File: config.mk
export PLATFORM = sky130hd
export DESIGN_NAME = seven_seg_scan
export DESIGN_NICKNAME = d
export VERILOG_FILES = /design/src/rtl/seven_seg_scan.sv
export SDC_FILE = /design/constraint.sdc
export NUM_CORES = 1
export LEC_CHECK = 0
export ABC_AREA = 1
export ABC_CLOCK_PERIOD_IN_PS = 1800
export BUFFER_PORTS_ARGS = -buffer_cell sky130_fd_sc_hd__buf_2
export CAP_MARGIN = 20
export CORE_AREA = 2 2 80 82
export CTS_BUF_LIST = sky130_fd_sc_hd__clkbuf_8
export DETAILED_ROUTE_END_ITERATION = 7
export DIE_AREA = 0 0 82 84
export PLACE_DENSITY_LB_ADDON = 0.08
export SKIP_CTS_REPAIR_TIMING = 1
export SLEW_MARGIN = 10
export SYNTH_ARGS = -nofsm -noshare
export SYNTH_HDL_FRONTEND = slang
export SYNTH_SLANG_ARGS = --single-unit
export TNS_END_PERCENT = 50
File: constraint.sdc
create_clock -name i_clk -period 1.8 [get_ports i_clk]
set_clock_uncertainty 0.05 [all_clocks]
set_input_delay 0.18 -clock i_clk [delete_from_list [all_inputs] [get_ports i_clk]]
set_output_delay 0.18 -clock i_clk [all_outputs]
set_load 0.02 [all_outputs]
File: src/rtl/seven_seg_scan.sv
// rtl/seven_seg_scan.sv - multiplexed seven-segment scanner with per-frame number snapshot
// Optional macro SEVEN_SEG_SCAN_LZB_EN enables leading-zero blanking.
module seven_seg_scan #(
  parameter int DIGITS         = 4,
  parameter int FREQ           = 27_000_000,
  parameter int DIGIT_HZ       = 1000,
  parameter int BLANK_CYCLES   = 64,
  parameter int SEG_ACTIVE_LOW = 1,
  parameter int DIG_ACTIVE_LOW = 1
) (
  input  logic                  i_clk,
  input  logic                  i_rst_n,
  input  logic [4*DIGITS-1:0]   i_number,
  output logic [6:0]            o_seg,
  output logic [DIGITS-1:0]     o_dig,
  output logic                  o_frame
);

  localparam int DWELL   = FREQ / DIGIT_HZ;
  localparam int CNT_MAX = (DWELL > BLANK_CYCLES) ? DWELL : BLANK_CYCLES;
  localparam int CW      = $clog2(CNT_MAX) + 1;
  localparam int IW      = (DIGITS > 1) ? $clog2(DIGITS) : 1;

  localparam logic [CW-1:0]     DWELL_LAST = CW'(DWELL - 1);
  localparam logic [CW-1:0]     BLANK_LAST = CW'(BLANK_CYCLES - 1);
  localparam logic [IW-1:0]     IDX_LAST   = IW'(DIGITS - 1);
  localparam logic [6:0]        SEG_OFF    = {7{SEG_ACTIVE_LOW != 0}};
  localparam logic [DIGITS-1:0] DIG_OFF    = {DIGITS{DIG_ACTIVE_LOW != 0}};

  typedef enum logic [1:0] {S_LOAD, S_BLANK, S_ON} state_t;

  state_t              state_q, state_d;
  logic [CW-1:0]       cnt_q, cnt_d;
  logic [IW-1:0]       idx_q, idx_d;
  logic [4*DIGITS-1:0] snap_q, snap_d;
  logic [6:0]          seg_d;
  logic [DIGITS-1:0]   dig_d;
  logic                frame_d;
  logic [3:0]          cur_nib;
  logic [DIGITS-1:0]   onehot;
  logic                digit_shown;

  function automatic logic [6:0] decode(input logic [3:0] n);
    case (n)
      4'h0: return 7'h3F;
      4'h1: return 7'h06;
      4'h2: return 7'h5B;
      4'h3: return 7'h4F;
      4'h4: return 7'h66;
      4'h5: return 7'h6D;
      4'h6: return 7'h7D;
      4'h7: return 7'h07;
      4'h8: return 7'h7F;
      4'h9: return 7'h6F;
      4'hA: return 7'h77;
      4'hB: return 7'h7C;
      4'hC: return 7'h39;
      4'hD: return 7'h5E;
      4'hE: return 7'h79;
      default: return 7'h71;
    endcase
  endfunction

  assign cur_nib = snap_q[{idx_q, 2'b00} +: 4];
  assign onehot  = DIGITS'(1) << idx_q;

`ifdef SEVEN_SEG_SCAN_LZB_EN
  // Blank digit k when it and every more significant nibble are zero.
  logic [4*DIGITS-1:0] snap_upper;
  assign snap_upper  = snap_q >> {idx_q, 2'b00};
  assign digit_shown = (idx_q == '0) || (snap_upper != '0);
`else
  assign digit_shown = 1'b1;
`endif

  always_ff @(posedge i_clk) begin
    if (!i_rst_n) begin
      state_q <= S_LOAD;
      cnt_q   <= '0;
      idx_q   <= '0;
      snap_q  <= '0;
      o_seg   <= SEG_OFF;
      o_dig   <= DIG_OFF;
      o_frame <= 1'b0;
    end else begin
      state_q <= state_d;
      cnt_q   <= cnt_d;
      idx_q   <= idx_d;
      snap_q  <= snap_d;
      o_seg   <= seg_d;
      o_dig   <= dig_d;
      o_frame <= frame_d;
    end
  end

  always_comb begin
    state_d = state_q;
    cnt_d   = cnt_q + CW'(1);
    idx_d   = idx_q;
    snap_d  = snap_q;
    case (state_q)
      S_LOAD: begin
        snap_d  = i_number;
        idx_d   = '0;
        cnt_d   = '0;
        state_d = S_BLANK;
      end
      S_BLANK: begin
        if (cnt_q == BLANK_LAST) begin
          cnt_d   = '0;
          state_d = S_ON;
        end
      end
      S_ON: begin
        if (cnt_q == DWELL_LAST) begin
          cnt_d = '0;
          if (idx_q == IDX_LAST) begin
            state_d = S_LOAD;
          end else begin
            idx_d   = idx_q + IW'(1);
            state_d = S_BLANK;
          end
        end
      end
      default: begin
        cnt_d   = '0;
        state_d = S_LOAD;
      end
    endcase
  end

  // XOR with the off pattern applies each bus's polarity.
  always_comb begin
    seg_d   = SEG_OFF;
    dig_d   = DIG_OFF;
    frame_d = 1'b0;
    case (state_q)
      S_LOAD: frame_d = 1'b1;
      S_ON: begin
        if (digit_shown) begin
          seg_d = decode(cur_nib) ^ SEG_OFF;
          dig_d = onehot ^ DIG_OFF;
        end
      end
      default: ;
    endcase
  end

endmodule

==> flow_metrics.env <==
export IMPL_outcome="finished clean"
export IMPL_crit_arrival_ps=1840
export IMPL_core_area_sq_mm=0.00610
export IMPL_rrSetupSlack_ps=170
export IMPL_drive_gt1_share_pct=15.6
export IMPL_hold_path_startpoint="i_number[7]"
export IMPL_r2r_cells=8
export IMPL_holdPathEnd="snap_q[7]"
export IMPL_grt_total_usage_pct=15.0
export IMPL_yosysSeqAreaShare_pct=41.6
export IMPL_cp_end_kind="register"
export IMPL_synthTopCellsByCount="nor2_1, nand2_1, dfxtp_1"
export IMPL_async_flop_share_pct=0
export IMPL_clkTransAtPathRegs_ps=100
export IMPL_total_power_w=0.00374
export IMPL_finalHoldViolCount=0
export IMPL_synth_top_area_share_pct=41.6
export IMPL_synth_edff_count=0
export IMPL_critPathRequiredTime_ps=2000
export IMPL_grt_pass1_wl_microns=8250
export IMPL_syn_avg_cell_area_sq_um=7.19
export IMPL_fp_dieArea_sq_mm=0.00689
export IMPL_synth_warnings=0
export IMPL_startpoint_type="register"
export IMPL_top_level_ports=30
export IMPL_placed_cells=428
export IMPL_synth_nets=354
export IMPL_clk_latency_ps=310
export IMPL_via_count=1995
export IMPL_grt_start_max_net_pins=19
export IMPL_reg2reg_from="idx_q[0]"
export IMPL_cp_common_cell="nand2_1"
export IMPL_post_dp_cell_area_sq_mm=0.00256
export IMPL_viasPerCell=4.58
export IMPL_finalNonFillerCells=436
export IMPL_rsz0062_at_grt="no"
export IMPL_finalCritPeriodShare_pct=90.7
export IMPL_cp_cell_sequence="o21ai_0, nand2_1, nand2_1, inv_1, ha_1, o21ai_0, nand2_1, nand3_1"
export IMPL_initial_core_util_pct=37.8
export IMPL_layout_nets=391
export IMPL_critical_path_max_stage_delay_ps=390
export IMPL_ys_seq_elements=48
export IMPL_synth_most_common_cell="nor2_1"
export IMPL_cts_sinks=48
export IMPL_portBuffers=29
export IMPL_drt_total_wl_microns=4570
export IMPL_power_leakage_nw=1.16
export IMPL_slew_viol_final=0
export IMPL_tns_ps=0
export IMPL_n_antenna_cell=0
export IMPL_power_density_mw_per_mm2=1390
export IMPL_fin_crit_ps=1630
export IMPL_synth_cell_types=23
export IMPL_reg2reg_to="o_seg[3]"
export IMPL_clock_root_buffer="clkbuf_8"
export IMPL_crit_type="register to register"
export IMPL_dp_hpwl_microns=3390
export IMPL_synthTopCellsByArea="dfxtp_1, nor2_1, nand2_1, ha_1, nand3_1"
export IMPL_ys_flop_type="dfxtp_1"
export IMPL_initialDrtViolationCount=77
export IMPL_cts_max_level=2
export IMPL_setup_viol=0
export IMPL_max_slew_margin_pct=82.5
export IMPL_fin_area_sq_mm=0.00268
export IMPL_gp_congestion=0.816
export IMPL_drc=0
export IMPL_slowest_stage="dfxtp_4"
export IMPL_min_path_type="input port to register"
export IMPL_firstDrtPassIters=4
export IMPL_die_x_microns=82
export IMPL_cts_buffers=5
export IMPL_syn_inst=321
export IMPL_ir_worst_vdd_uv=695
export IMPL_fin_hold_ws_ps=28.0
export IMPL_die_h_microns=84
export IMPL_yosysTopAreaCell="dfxtp_1"
export IMPL_clock_fmax_mhz=612
export IMPL_critPathMaxFanout=12
export IMPL_cts_tree="done"
export IMPL_worstMarginPinSlew_ps=261
export IMPL_num_rows=29
export IMPL_hold_depth=3
export IMPL_final_antenna_net_count=0
export IMPL_wl_per_cell_microns=10.5
export IMPL_antenna_found_initial=0
export IMPL_grt_pass1_vias=1825
export IMPL_syn_to_final_growth_pct=16.3
export IMPL_clockBufferDepth=2
export IMPL_drv_cap=0
export IMPL_overflow=0
export IMPL_syn_cell_area_sq_mm=0.00231
==> cell families (layout without fill, tap and decap cells) <==
kind of cell | count (synthesis) | count (layout) | share of synthesized area [%]
adders and majority gates | 15 | 15 | 8.13
buffers and inverters | 34 | 72 | 6.18
and+or+nand+nor | 182 | 182 | 32.5
DFF | 48 | 48 | 41.6
AOI/OAI and AO/OA | 30 | 30 | 6.94
xor gates and xnor gates | 12 | 12 | 4.56
==> sequential cells by signal (all words and copies together) (netlist names) <==
name,flops
cnt_q,16
idx_q,2
o_dig,4
o_frame,1
o_seg,7
snap_q,16
state_q,2
==> stage by stage <==
stage / worst slack [ps] / util (%)
after floorplan: 188 / -
after global placement: 93.6 / 42.1
after detailed placement: 62.9 / 42.1
after CTS: 28.7 / 43.9
after global routing: 4.57 / 44.0
final: 167 / 44.0
==> area by class of cell <==
class | instances | area (sq um)
Clock buffer | 5 | 68.8
Clock inverter | 3 | 46.3
Fill cell | 669 | 3410
Inverter | 28 | 105
Multi-Input combinational cell | 239 | 1200
Sequential cell | 48 | 965
Tap cell | 77 | 96.3
Timing Repair Buffer | 36 | 198
==> critical path, delay by kind of cell, from the launching register on <==
kind / cells / cell delay (ps)
buffers and inverters: 1 / 130
adders and majority gates: 1 / 320
DFF: 1 / 390
AOI/OAI and AO/OA: 2 / 340
and+or+nand+nor: 4 / 350
==> power by group <==
group          switching (W)  internal (W)  leakage (nW)
Combinational       0.000968      0.000508         0.713
Sequential          0.000138       0.00131         0.394
Clock               0.000397      0.000419        0.0548
==> per-layer routing <==
metal  global-route usage [%]  wire length (microns)  vias up
met1                     22.2                   2460      874
met2                     20.9                   1850       34
met4                     5.00                     63        0
li1                         -                      -     1082
met3                     3.79                    191        5
met5                        0                      0        -
==> placed cells by master (no fill, tap or decap), drive strengths merged, types with 2 or more instances in the layout <==
cell type / instances
ha: 15
clkinv: 2
dfxtp: 48
clkbuf: 5
o21ai: 22
inv: 27
nand2: 78
a21oi: 4
xnor2: 2
o21bai: 2
buf: 36
nand3: 25
xor2: 10
nor2: 77
==> worst max path at each step <==
stage | startpoint | endpoint | slack [ps] | cells past startpoint
after floorplan | idx_q[0] | o_seg[3] | 190 | 10
after global placement | idx_q[0] | o_seg[3] | 90 | 9
after detailed placement | idx_q[0] | o_seg[3] | 60 | 9
after CTS | idx_q[0] | o_seg[3] | 30 | 9
after global routing | idx_q[0] | o_seg[3] | 5 | 8
final | idx_q[0] | o_seg[3] | 170 | 8
Note: power is estimated with default switching activity, not from simulation.
